File: src/rtl/core_pkg.sv
// rtl/core_pkg.sv - shared core types and instruction buffer defaults
package core_pkg;

    localparam int INSN_W   = 16;
    localparam int IB_DEPTH = 8;
    localparam int IB_SKID  = 2;

    typedef logic [INSN_W-1:0] insn_t;

endpackage

File: src/rtl/inst_buffer_if.sv
// rtl/inst_buffer_if.sv - fetch/decode side signals of the instruction buffer
//
// Ports (all members of the interface):
//   ib_push, ib_push_data  push request and word from fetch
//   ib_full                back-pressure to fetch (asserts SKID slots early)
//   ib_pop                 decoder consumes head entry
//   ib_empty, ib_pop_data  head-valid flag and head word
//   ib_count               current occupancy
//   flush                  taken branch, discard all entries
//   overflow               sticky: push arrived while completely full
// Modport master is the fetch/decode side, slave is the buffer.
interface inst_buffer_if
    import core_pkg::*;
#(
    parameter int DEPTH = IB_DEPTH
);

    localparam int CW = $clog2(DEPTH) + 1;

    logic          ib_push;
    insn_t         ib_push_data;
    logic          ib_full;
    logic          ib_pop;
    logic          ib_empty;
    insn_t         ib_pop_data;
    logic [CW-1:0] ib_count;
    logic          flush;
    logic          overflow;

    modport master (
        output ib_push, ib_push_data, ib_pop, flush,
        input  ib_full, ib_empty, ib_pop_data, ib_count, overflow
    );

    modport slave (
        input  ib_push, ib_push_data, ib_pop, flush,
        output ib_full, ib_empty, ib_pop_data, ib_count, overflow
    );

endinterface

File: src/rtl/ib_storage.sv
// rtl/ib_storage.sv - instruction word array, one sync write port, one comb read port
//
// Ports:
//   clk           write clock
//   we            write enable
//   waddr, wdata  write address and word
//   raddr, rdata  combinational read address and word
// Contents are intentionally not reset.
module ib_storage
    import core_pkg::*;
#(
    parameter int DEPTH = IB_DEPTH,
    localparam int PW   = $clog2(DEPTH)
)(
    input  logic          clk,
    input  logic          we,
    input  logic [PW-1:0] waddr,
    input  insn_t         wdata,
    input  logic [PW-1:0] raddr,
    output insn_t         rdata
);

    insn_t mem [DEPTH];

    always_ff @(posedge clk) begin
        if (we) begin
            mem[waddr] <= wdata;
        end
    end

    assign rdata = mem[raddr];

endmodule

File: src/rtl/inst_buffer.sv
// rtl/inst_buffer.sv - first-word-fall-through instruction FIFO between fetch and decode
//
// Ports:
//   clk    single clock, all state on posedge
//   reset  asynchronous active-high, clears pointers, count and overflow
//   ib     inst_buffer_if.slave bundle (push/pop/flush in, status and head word out)
// ib_full asserts at DEPTH-SKID entries so fetch responses already in flight
// still land in the reserved slots.
module inst_buffer
    import core_pkg::*;
#(
    parameter int DEPTH = IB_DEPTH,
    parameter int SKID  = IB_SKID
)(
    input  logic          clk,
    input  logic          reset,
    inst_buffer_if.slave  ib
);

    localparam int PW = $clog2(DEPTH);
    localparam int CW = PW + 1;
    localparam logic [CW-1:0] DEPTH_C   = CW'(DEPTH);
    localparam logic [CW-1:0] FULL_AT_C = CW'(DEPTH - SKID);

    logic [PW-1:0] rp;
    logic [PW-1:0] wp;
    logic [CW-1:0] count;
    logic          overflow_q;

    logic at_depth;
    logic is_empty;
    logic pop_ok;
    logic push_ok;
    logic drop;

    assign at_depth = (count == DEPTH_C);
    assign is_empty = (count == '0);

    // Flush wins over everything in the same cycle.
    assign pop_ok  = ib.ib_pop && !is_empty && !ib.flush;
    // A push at full depth is still accepted when a pop frees the head slot.
    assign push_ok = ib.ib_push && !ib.flush && (!at_depth || pop_ok);
    assign drop    = ib.ib_push && !ib.flush && at_depth && !pop_ok;

    always_ff @(posedge clk or posedge reset) begin
        if (reset) begin
            rp         <= '0;
            wp         <= '0;
            count      <= '0;
            overflow_q <= 1'b0;
        end else begin
            if (ib.flush) begin
                rp    <= '0;
                wp    <= '0;
                count <= '0;
            end else begin
                if (push_ok) begin
                    wp <= wp + PW'(1);
                end
                if (pop_ok) begin
                    rp <= rp + PW'(1);
                end
                if (push_ok && !pop_ok) begin
                    count <= count + CW'(1);
                end else if (pop_ok && !push_ok) begin
                    count <= count - CW'(1);
                end
            end
            if (drop) begin
                overflow_q <= 1'b1;
            end
        end
    end

    ib_storage #(
        .DEPTH (DEPTH)
    ) u_storage (
        .clk   (clk),
        .we    (push_ok),
        .waddr (wp),
        .wdata (ib.ib_push_data),
        .raddr (rp),
        .rdata (ib.ib_pop_data)
    );

    assign ib.ib_full  = (count >= FULL_AT_C);
    assign ib.ib_empty = is_empty;
    assign ib.ib_count = count;
    assign ib.overflow = overflow_q;

endmodule

File: src/flat_wrapper.sv
// flat-port wrapper written by rule: the top's interface ports become plain ports
module inst_buffer_flat import core_pkg::*;
#(
    parameter int DEPTH = IB_DEPTH,
    parameter int SKID  = IB_SKID
)
  (clk, reset, ib_ib_push, ib_ib_push_data, ib_ib_pop, ib_flush, ib_ib_full, ib_ib_empty, ib_ib_pop_data, ib_ib_count, ib_overflow);
  inst_buffer_if #(.DEPTH(DEPTH)) ib_i ();
  input  logic clk;
  input  logic reset;
  input wire logic [$bits(ib_i.ib_push)-1:0] ib_ib_push;
  input wire logic [$bits(ib_i.ib_push_data)-1:0] ib_ib_push_data;
  input wire logic [$bits(ib_i.ib_pop)-1:0] ib_ib_pop;
  input wire logic [$bits(ib_i.flush)-1:0] ib_flush;
  output wire logic [$bits(ib_i.ib_full)-1:0] ib_ib_full;
  output wire logic [$bits(ib_i.ib_empty)-1:0] ib_ib_empty;
  output wire logic [$bits(ib_i.ib_pop_data)-1:0] ib_ib_pop_data;
  output wire logic [$bits(ib_i.ib_count)-1:0] ib_ib_count;
  output wire logic [$bits(ib_i.overflow)-1:0] ib_overflow;
  assign ib_i.ib_push = ib_ib_push;
  assign ib_i.ib_push_data = ib_ib_push_data;
  assign ib_i.ib_pop = ib_ib_pop;
  assign ib_i.flush = ib_flush;
  assign ib_ib_full = ib_i.ib_full;
  assign ib_ib_empty = ib_i.ib_empty;
  assign ib_ib_pop_data = ib_i.ib_pop_data;
  assign ib_ib_count = ib_i.ib_count;
  assign ib_overflow = ib_i.overflow;
  inst_buffer #(.DEPTH(DEPTH), .SKID(SKID)) u_core (.clk(clk), .reset(reset), .ib(ib_i));
endmodule
File: config.mk
export PLATFORM = sky130hd
export DESIGN_NAME = inst_buffer_flat
export DESIGN_NICKNAME = d
export VERILOG_FILES = /design/src/rtl/core_pkg.sv /design/src/rtl/inst_buffer_if.sv /design/src/rtl/ib_storage.sv /design/src/rtl/inst_buffer.sv /design/src/flat_wrapper.sv
export SDC_FILE = /design/constraint.sdc
export NUM_CORES = 1
export LEC_CHECK = 0
export ABC_AREA = 1
export CELL_PAD_IN_SITES_DETAIL_PLACEMENT = 1
export CELL_PAD_IN_SITES_GLOBAL_PLACEMENT = 1
export CORE_MARGIN = 1.5
export CORE_UTILIZATION = 35
export DETAILED_ROUTE_END_ITERATION = 6
export GPL_TIMING_DRIVEN = 0
export PLACE_DENSITY = 0.61
export SYNTH_ARGS = -nofsm -noshare
export SYNTH_HDL_FRONTEND = slang
export SYNTH_SLANG_ARGS = --single-unit
File: constraint.sdc
create_clock -name clk -period 3.2 [get_ports clk]
set_input_delay 0.32 -clock clk [delete_from_list [all_inputs] [get_ports clk]]
set_output_delay 0.32 -clock clk [all_outputs]
set_load 0.03 [all_outputs]
==> impl_metrics.json, run 1 <==
{
  "post_cts_buffers": 0,
  "place_hpwl_microns": 10200,
  "power_density_nw_per_um2": 812,
  "drt_pass1_iterations": 4,
  "stdcell_count": 765,
  "period_minus_slack_ns": 3.02,
  "ys_seq_elements": 139,
  "coreArea_sq_um": 15900,
  "grt_usage_pct": 18.6,
  "synth_edf_count": 128,
  "power_frac_clock_pct": 28.5,
  "final_cell_mix": "edfxtp_1 (128), nor2_1 (80), nand2_1 (68)",
  "drt_wl_total_microns": 15200,
  "synth_area_per_cell_sq_um": 12.2,
  "dpl-instance-area_sq_um": 6580,
  "min_path_type": "in -> async",
  "netlist_area_sq_um": 5750,
  "core.rowCount": 46,
  "setup_viol": 0,
  "root_buffer": "clkbuf_16",
  "hold_viol": 0,
  "worst_slew_pin_slew_ns": 0.949,
  "syn_inst": 472,
  "crit_path_end_kind": "output port",
  "outcome": "finished clean",
  "grt_overflow_total": 0,
  "n_antenna_cell": 0,
  "clock.fmax_mhz": 331,
  "async_flop_share_pct": 7.91,
  "final_common_cell": "edfxtp_1",
  "fin_nets": 566,
  "start_util_pct": 36.1,
  "drv_slew": 0,
  "clock_sinks": 139,
  "wl_per_cell_microns": 19.8,
  "die_h_microns": 131,
  "switching_share_pct": 35.5,
  "crit_path_max_fanout": 10,
  "clockBufferDepth": 2,
  "netlist-cell-type-count": 29,
  "num_io_pins": 44,
  "design.die.area_sq_um": 17200,
  "dp_cells": 737,
  "antenna_found_initial": 0,
  "drt_iter0_markers": 323,
  "final_core_utilization_pct": 44.3,
  "required_ns": 2.88,
  "syn_to_final_growth_pct": 22.7,
  "arrival_ns": 2.70,
  "clock_latency_ns": 0.42,
  "via_count": 3810,
  "leakage_nw": 2.50,
  "grt_pass1_vias": 4091,
  "holdWs_ns": 0.233,
  "reg2reg_depth": 6,
  "grt_max_degree": 17,
  "p_int_mw": 3.70,
  "vdd_drop_max_mv": 0.442,
  "skew_ns": 0.00615,
  "rsz0062_at_grt": "false",
  "ant_nets": 0,
  "start_kind": "flop",
  "syn_nets": 498,
  "setup_slack_ns": 0.175,
  "combPwrFrac_pct": 33.7,
  "numCtsBuffers": 17,
  "path_clk_slew_ns": 0.06,
  "via_per_inst": 4.98,
  "grt_pass1_wl_microns": 23700,
  "sequentialPowerShare_pct": 37.8,
  "ys_seq_area_share_pct": 71.6,
  "cts_tree": "yes",
  "drive_above_1_share_pct": 12.8,
  "io_buffer_count": 43,
  "drc_errors": 0,
  "yosysWarnings": 0,
  "die_w_microns": 131,
  "gp_congestion": 0.751,
  "htree_levels": 4,
  "timing.final.crit_share_pct": 94.5,
  "path_class": "reg -> out",
  "ys.flop_type": "edfxtp_1",
  "power.switching_mw": 2.04,
  "maxCapViolations": 0,
  "final_cell_area_sq_um": 7060,
  "relSlewSlack_pct": 36.5,
  "dpl_worst_slack_ns": 0.490
}
metal layers:
metal  wire (microns)  share of wire (%)  global-route usage, %
met5                0                  0                      0
met4              118               0.78                   6.05
met3              675                4.5                   4.17
met2             7430                 49                   30.0
met1             6950                 46                   24.8
cells by family after synthesis:
family	after synthesis	share of synthesized area [%]
AO/OA/AOI/OAI	107	9.70
XOR/XNOR	2	0.305
adder cells (fa/ha/maj)	5	1.22
buffers and inverters	39	2.94
flip-flops	139	71.6
AND/OR/NAND/NOR	180	14.2
worst paths after layout:
check	slack, ns	start	endpoint
max reg2reg	0.99	u_core.ib.ib_count[3]	u_core.u_storage.mem[6][5]
min reg2reg	0.48	u_core.ib.overflow	u_core.ib.overflow
min	0.23	reset	u_core.ib.ib_count[3]
max	0.18	u_core.rp[1]	ib_ib_pop_data[0]
max in group asynchronous	2.64	reset	u_core.wp[2]
min in group clk	0.48	u_core.ib.overflow	u_core.ib.overflow
metrics by stage:
stage / setup TNS, ns / power, mW
finish: 0 / 5.73
global route: 0 / 6.01
CTS: 0 / 5.79
detailed placement: 0 / 4.14
global placement: -2.81 / 4.08
floorplan: 0 / 3.35
layout make-up:
| type | count | area, sq um |
|---|---|---|
| plain buffers | 21 | 106 |
| clock buffers | 21 | 440 |
| clock inverters | 7 | 30.0 |
| fillers | 1701 | 8880 |
| inverters | 18 | 71.3 |
| multi-input cells | 294 | 1500 |
| flip-flops and latches | 139 | 4120 |
| well taps | 216 | 270 |
| repair buffers | 49 | 520 |
worst max-delay path: stages, from the launching register on:
cell and delay (ns):
dfrtp_1 0.45, inv_2 0.15, clkbuf_1 0.60, a21oi_1 0.16, a31oi_1 0.22, clkdlybuf4s50_1 0.71
power groups by stage:
stage               registers, mW  logic [mW]  clock network [mW]
finish                       2.17        1.93                1.63
floorplan                    2.24        1.12                   0
global placement             2.20        1.88                   0
global route                 2.18        2.10                1.73
detailed placement           2.20        1.94                   0
CTS                          2.17        1.95                1.66
cells in the mapped netlist, drive strengths merged, types with 2 or more instances:
master | count | area share [%]
inv | 17 | 1.1
o21ai | 71 | 6.2
buf | 11 | 1.1
dfrtp | 11 | 4.8
nor2 | 87 | 5.9
xor2 | 2 | 0.30
a31oi | 16 | 1.7
nand3 | 13 | 1.9
a21oi | 19 | 1.7
clkbuf | 10 | 0.65
edfxtp | 128 | 67
ha | 4 | 0.87
nor3 | 4 | 0.70
nand4 | 2 | 0.48
nand2 | 74 | 5.3
sequential cells by signal (all words and copies together) (netlist names):
| register | count |
|---|---|
| u_core.u_storage.mem | 128 |
| u_core.ib.ib_count | 4 |
| u_core.rp | 3 |
| u_core.wp | 3 |
| u_core.ib.overflow | 1 |
what timing repair did:
item | 4_1_cts | 5_1_grt
resized for setup | 0 | 8
hold buffers | 0 | 0
endpoints found under the setup margin | 0 | 9
endpoints found under the hold margin | 0 | 0
Power figures use the tool's default switching activity.
==> run 2, diff against run 1 <==
- PLACE_DENSITY: 0.61 -> 0.62
- SYNTH_HIERARCHICAL: default -> 1
==> run 2 against run 1 <==
Net effect: total power is 2.7% higher; sequential cell count stayed put; global-route usage is 0.051 points higher; cell count is 26% higher; critical path type unchanged; critical endpoint is now ib_ib_pop_data[10]; register-to-register slack worse by 0.13 ns.
==> impl_metrics.json, run 2 <==
{
  "outcome": "finished clean",
  "async_flop_share_pct": 7.91,
  "drv_slew": 0,
  "clock.fmax_mhz": 354,
  "final_cell_area_sq_um": 7820,
  "ctsResizeCount": 0,
  "highest_layer": "met4",
  "drc_errors": 0,
  "regArea_sq_um": 4120,
  "clock_latency_ns": 0.41,
  "worst_slew_pin_slew_ns": 0.682,
  "io_buffer_count": 43,
  "synth_compound_area_share_pct": 1.16,
  "num_io_pins": 44,
  "place_hpwl_microns": 11500,
  "drt_pass1_iterations": 4,
  "met3_length_microns": 751,
  "core.rowCount": 49,
  "largest_reg_flops": 128,
  "ys_seq_area_share_pct": 64.6,
  "wl_per_cell_microns": 17.5,
  "synth_edf_count": 128,
  "path_class": "reg -> out",
  "syn_to_final_growth_pct": 22.6,
  "synth-adder-area-share_pct": 1.10,
  "syn_inst": 654,
  "clockBufferDepth": 2,
  "multi_input_area_sq_um": 1540,
  "holdBufCountCts": 0,
  "grt_overflow_total": 0,
  "netlist-cell-type-count": 25,
  "root_buffer": "clkbuf_16",
  "required_ns": 2.88,
  "die_h_microns": 138,
  "fin_nets": 750,
  "power_density_nw_per_um2": 753,
  "stdcell_count": 966,
  "grt_pass1_wl_microns": 26900,
  "muxShareOfSynthArea_pct": 0,
  "min_path_type": "in -> async",
  "cts_tree": "yes",
  "drive_above_1_share_pct": 11.5,
  "crit_path_end_kind": "output port",
  "coreArea_sq_um": 17900,
  "combPwrFrac_pct": 30.4,
  "via_count": 4532,
  "period_minus_slack_ns": 2.82,
  "largest-register": "u_core/u_storage/mem",
  "yosysMostFrequentCell": "nand2_1",
  "dp_cells": 934,
  "grt_usage_pct": 18.6,
  "power_frac_clock_pct": 33.2,
  "timing.final.crit_share_pct": 88.3,
  "syn_nets": 680,
  "ys_seq_elements": 139,
  "clock_sinks": 139,
  "power.switching_mw": 1.97,
  "netlist_area_sq_um": 6380,
  "htree_levels": 4,
  "die_w_microns": 138,
  "leakage_nw": 3.52,
  "post_cts_buffers": 0,
  "vdd_drop_max_mv": 0.437,
  "via_per_inst": 4.69,
  "n_antenna_cell": 0,
  "yosysWarnings": 6,
  "arrival_ns": 2.50,
  "synthSimpleGateAreaFrac_pct": 21.3,
  "final_common_cell": "nand2_1",
  "setup_viol": 0,
  "numCtsBuffers": 17,
  "skew_ns": 0.00749,
  "synth_top_family_by_area": "simple AND/OR/NAND/NOR gates",
  "ys.flop_type": "edfxtp_1",
  "final_cell_mix": "nand2_1 (227), inv_1 (146), edfxtp_1 (128)",
  "crit_path_max_fanout": 10,
  "synth_xor_xnor_area_share_pct": 0.275,
  "synth_common_cells": "nand2_1 (227), inv_1 (146), edfxtp_1 (128)",
  "synth_area_per_cell_sq_um": 9.76,
  "sequentialPowerShare_pct": 36.4,
  "switching_share_pct": 33.5,
  "n_fill_cell": 2020,
  "wl_met1_microns": 7570,
  "yosys.area.top_type_share_pct": 60.2,
  "start_kind": "flop",
  "relSlewSlack_pct": 54.5,
  "grt_pass1_vias": 4954,
  "rsz0062_at_grt": "false",
  "drt_iter0_markers": 270,
  "synth_area_leader_cell": "edfxtp_1",
  "drt_wl_total_microns": 16900,
  "start_util_pct": 35.6,
  "grt_max_degree": 17,
  "design.die.area_sq_um": 19000,
  "p_int_mw": 3.92,
  "tns_ns": 0,
  "synthTopCellsByArea": "edfxtp_1 (60%), nand2_1 (13%), inv_1 (8.6%), nand3_1 (5.6%), dfrtp_1 (4.3%)",
  "maxCapViolations": 0,
  "hold_viol": 0,
  "route.met2.wl_microns": 8280,
  "antenna_found_initial": 0,
  "gp_congestion": 0.732,
  "ant_nets": 0,
  "path_clk_slew_ns": 0.06,
  "dpl-instance-area_sq_um": 7240
}
run 2: changes by cell type in the layout (fill, tap and decap cells not counted), moves of 6 or more:
| cell | before | now |
|---|---|---|
| a21oi_1 | 19 | 2 |
| a31oi_1 | 16 | 0 |
| buf_2 | 6 | 12 |
| buf_6 | 0 | 10 |
| clkbuf_1 | 11 | 2 |
| inv_1 | 12 | 146 |
| nand2_1 | 68 | 227 |
| nand3_1 | 7 | 72 |
| nor2_1 | 80 | 4 |
| o21ai_0 | 46 | 4 |
| o21ai_1 | 25 | 3 |
run 2: layout make-up:
| type | instances | share of cell area [%] |
|---|---|---|
| Sequential cell | 139 | 52.7 |
| Multi-Input combinational cell | 341 | 19.7 |
| Inverter | 151 | 7.31 |
| Clock inverter | 13 | 1.94 |
| Clock buffer | 19 | 5.53 |
| Tap cell | 229 | 3.66 |
| Buffer | 23 | 2.16 |
| Timing Repair Buffer | 51 | 7.05 |
run 2: power groups by stage:
stage	sequential (mW)	combinational (mW)	clock, mW
after global routing	2.16	1.96	2.07
after detailed placement	2.18	1.81	0
after CTS	2.14	1.82	2.00
final	2.14	1.79	1.96
after floorplan	2.22	1.06	0
after global placement	2.17	1.73	0
run 2: worst max-delay path: stages (launching register included):
cell	delay, ns
dfrtp_1	0.40
buf_2	0.21
inv_1	0.29
buf_2	0.35
nand2_1	0.10
nand2_1	0.07
clkdlybuf4s50_1	0.66
run 2: path summary, 6_finish.rpt:
kind | to | start | slack (ns) | cells past startpoint
max reg2reg | u_core/u_storage/mem[3][5] | u_core/ib.ib_count[0] | 0.86 | 9
min | u_core/ib.ib_count[0] | reset | 0.21 | 2
max in group asynchronous | u_core/rp[1] | reset | 2.68 | 2
min reg2reg | u_core/ib.overflow | u_core/ib.overflow | 0.48 | 1
min in group clk | u_core/ib.overflow | u_core/ib.overflow | 0.48 | 1
max | ib_ib_pop_data[10] | u_core/rp[2] | 0.38 | 6
run 2: kinds of logic after synthesis:
group                      after synthesis
AOI/OAI and AO/OA                       12
xor gates and xnor gates                 2
adders and majority gates                5
buffers and inverters                  174
DFF                                    139
and+or+nand+nor                        322
run 2: metrics by stage:
step	hold WS, ns	power [mW]	setup slack [ns]	util [%]
after floorplan	0.172	3.28	0.914	-
after global placement	0.441	3.91	-0.222	39.6
after detailed placement	0.466	3.99	0.442	40.4
after CTS	0.208	5.96	0.357	43.7
after global routing	0.263	6.19	0.260	43.7
final	0.211	5.89	0.376	43.7
run 2: metal layers:
metal  global-route usage [%]  vias up
li1                         -     2175
met1                     24.3     2243
met2                     31.2       93
met3                     3.78       21
met4                     6.20        0
met5                        0        -
==> run 3, diff against run 2 <==
- ABC_CLOCK_PERIOD_IN_PS: default -> 3200
- MAX_ROUTING_LAYER: default -> met4
==> run 3 against run 2 <==
Net effect: critical path depth is the same; non-clock buffer count is the same; wire length is 0.31% lower; cell count unchanged; die area is the same; sequential cell count is the same; setup slack better by 0.0043 ns; final area unchanged.
==> impl_metrics.json, run 3 (synthesis gave the netlist of run 2 again) <==
{
  "outcome": "finished clean",
  "largest-register": "u_core/u_storage/mem",
  "grt_pass1_wl_microns": 26900,
  "drive_above_1_share_pct": 11.5,
  "setup_viol": 0,
  "power_density_nw_per_um2": 752,
  "rsz0062_at_grt": "false",
  "regArea_sq_um": 4120,
  "drt_pass1_iterations": 5,
  "place_hpwl_microns": 11500,
  "timing.final.crit_share_pct": 88.1,
  "stdcell_count": 966,
  "path_class": "reg -> out",
  "required_ns": 2.88,
  "crit_path_max_fanout": 10,
  "maxCapViolations": 0,
  "skew_ns": 0.0143,
  "post_cts_buffers": 0,
  "leakage_nw": 3.52,
  "final_cell_mix": "nand2_1 (227), inv_1 (146), edfxtp_1 (128)",
  "largest_reg_flops": 128,
  "holdBufCountCts": 0,
  "io_buffer_count": 43,
  "vdd_drop_max_mv": 0.439,
  "syn_to_final_growth_pct": 22.6,
  "drt_iter0_markers": 273,
  "drv_slew": 0,
  "r2r_slack_ns": 0.84,
  "rr_endpoint": "u_core/u_storage/mem[3][4]",
  "drc_errors": 0,
  "startpoint": "u_core/rp[2]",
  "ant_nets": 0,
  "grt_pass1_vias": 4955,
  "n_fill_cell": 2020,
  "final_common_cell": "nand2_1",
  "design.die.area_sq_um": 19000,
  "cts_tree": "yes",
  "gp_congestion": 0.745,
  "clock_sinks": 139,
  "antenna_found_initial": 0,
  "die_h_microns": 138,
  "crit_path_end_kind": "output port",
  "clockBufferDepth": 2,
  "final_cell_area_sq_um": 7820,
  "fin_nets": 750,
  "wl_per_cell_microns": 17.4,
  "drt_wl_total_microns": 16800,
  "min_path_type": "in -> async",
  "hold_viol": 0,
  "dp_cells": 934,
  "start_util_pct": 35.6,
  "ctsResizeCount": 0,
  "via_count": 4477,
  "clock_latency_ns": 0.42,
  "crit-reg2reg-launch": "u_core/ib.ib_count[0]",
  "period_minus_slack_ns": 2.82,
  "grt_max_degree": 17,
  "grt_usage_pct": 19.2,
  "multi_input_area_sq_um": 1540,
  "num_io_pins": 44,
  "dpl-instance-area_sq_um": 7240,
  "die_w_microns": 138,
  "reg2reg_depth": 9,
  "n_antenna_cell": 0,
  "path_clk_slew_ns": 0.06,
  "worst_slew_pin_slew_ns": 0.696,
  "relSlewSlack_pct": 53.6,
  "power_mw": 5.88,
  "clock.fmax_mhz": 355,
  "htree_levels": 4,
  "arrival_ns": 2.50,
  "core.rowCount": 49,
  "start_kind": "flop",
  "via_per_inst": 4.63,
  "root_buffer": "clkbuf_16",
  "numCtsBuffers": 17,
  "grt_overflow_total": 0,
  "coreArea_sq_um": 17900
}
==> run 3: how the worst max path moves through the flow <==
stage / endpoint / slack (ns) / cells past startpoint
floorplan: u_core/u_storage/mem[1][0] / 0.91 / 8
global placement: u_core/u_storage/mem[5][5] / -0.22 / 8
detailed placement: u_core/u_storage/mem[3][4] / 0.44 / 9
CTS: ib_ib_pop_data[13] / 0.36 / 6
global route: ib_ib_pop_data[13] / 0.26 / 6
finish: ib_ib_pop_data[10] / 0.38 / 6
==> run 3: cell type report <==
class | instances | share of cell area (%)
sequential | 139 | 52.7
timing repair buffer | 51 | 7.05
clock inverter | 13 | 1.94
multi-input combinational | 341 | 19.7
inverter | 151 | 7.31
buffer | 23 | 2.16
clock buffer | 19 | 5.53
tap | 229 | 3.66
==> run 3: critical path, cell delays in order, from the launching register on <==
cell and delay [ns]:
dfrtp_1 0.40, buf_2 0.21, inv_1 0.29, buf_2 0.34, nand2_1 0.10, nand2_1 0.07
clkdlybuf4s50_1 0.66
==> run 3: through the flow <==
stage	setup slack, ns	utilization [%]	hold WS (ns)	TNS [ns]
3_3_place_gp	-0.222	39.6	0.441	-11.94
6_report	0.380	43.7	0.207	0
4_1_cts	0.357	43.7	0.208	0
3_5_place_dp	0.442	40.4	0.466	0
5_1_grt	0.260	43.7	0.264	0
2_1_floorplan	0.914	-	0.172	0
==> run 3: report_power, final <==
group / internal, mW / leakage (nW) / switching, mW / total [mW]
clock network: 1.21 / 0.274 / 0.738 / 1.95
logic: 0.626 / 1.95 / 1.16 / 1.79
registers: 2.08 / 1.30 / 0.0663 / 2.14
==> run 3: routing by layer <==
metal / GRT usage [%] / part of all wire [%]
met4: 6.20 / 1.7
met3: 3.64 / 3.6
met2: 31.2 / 50
met5: - / 0
met1: 24.3 / 45
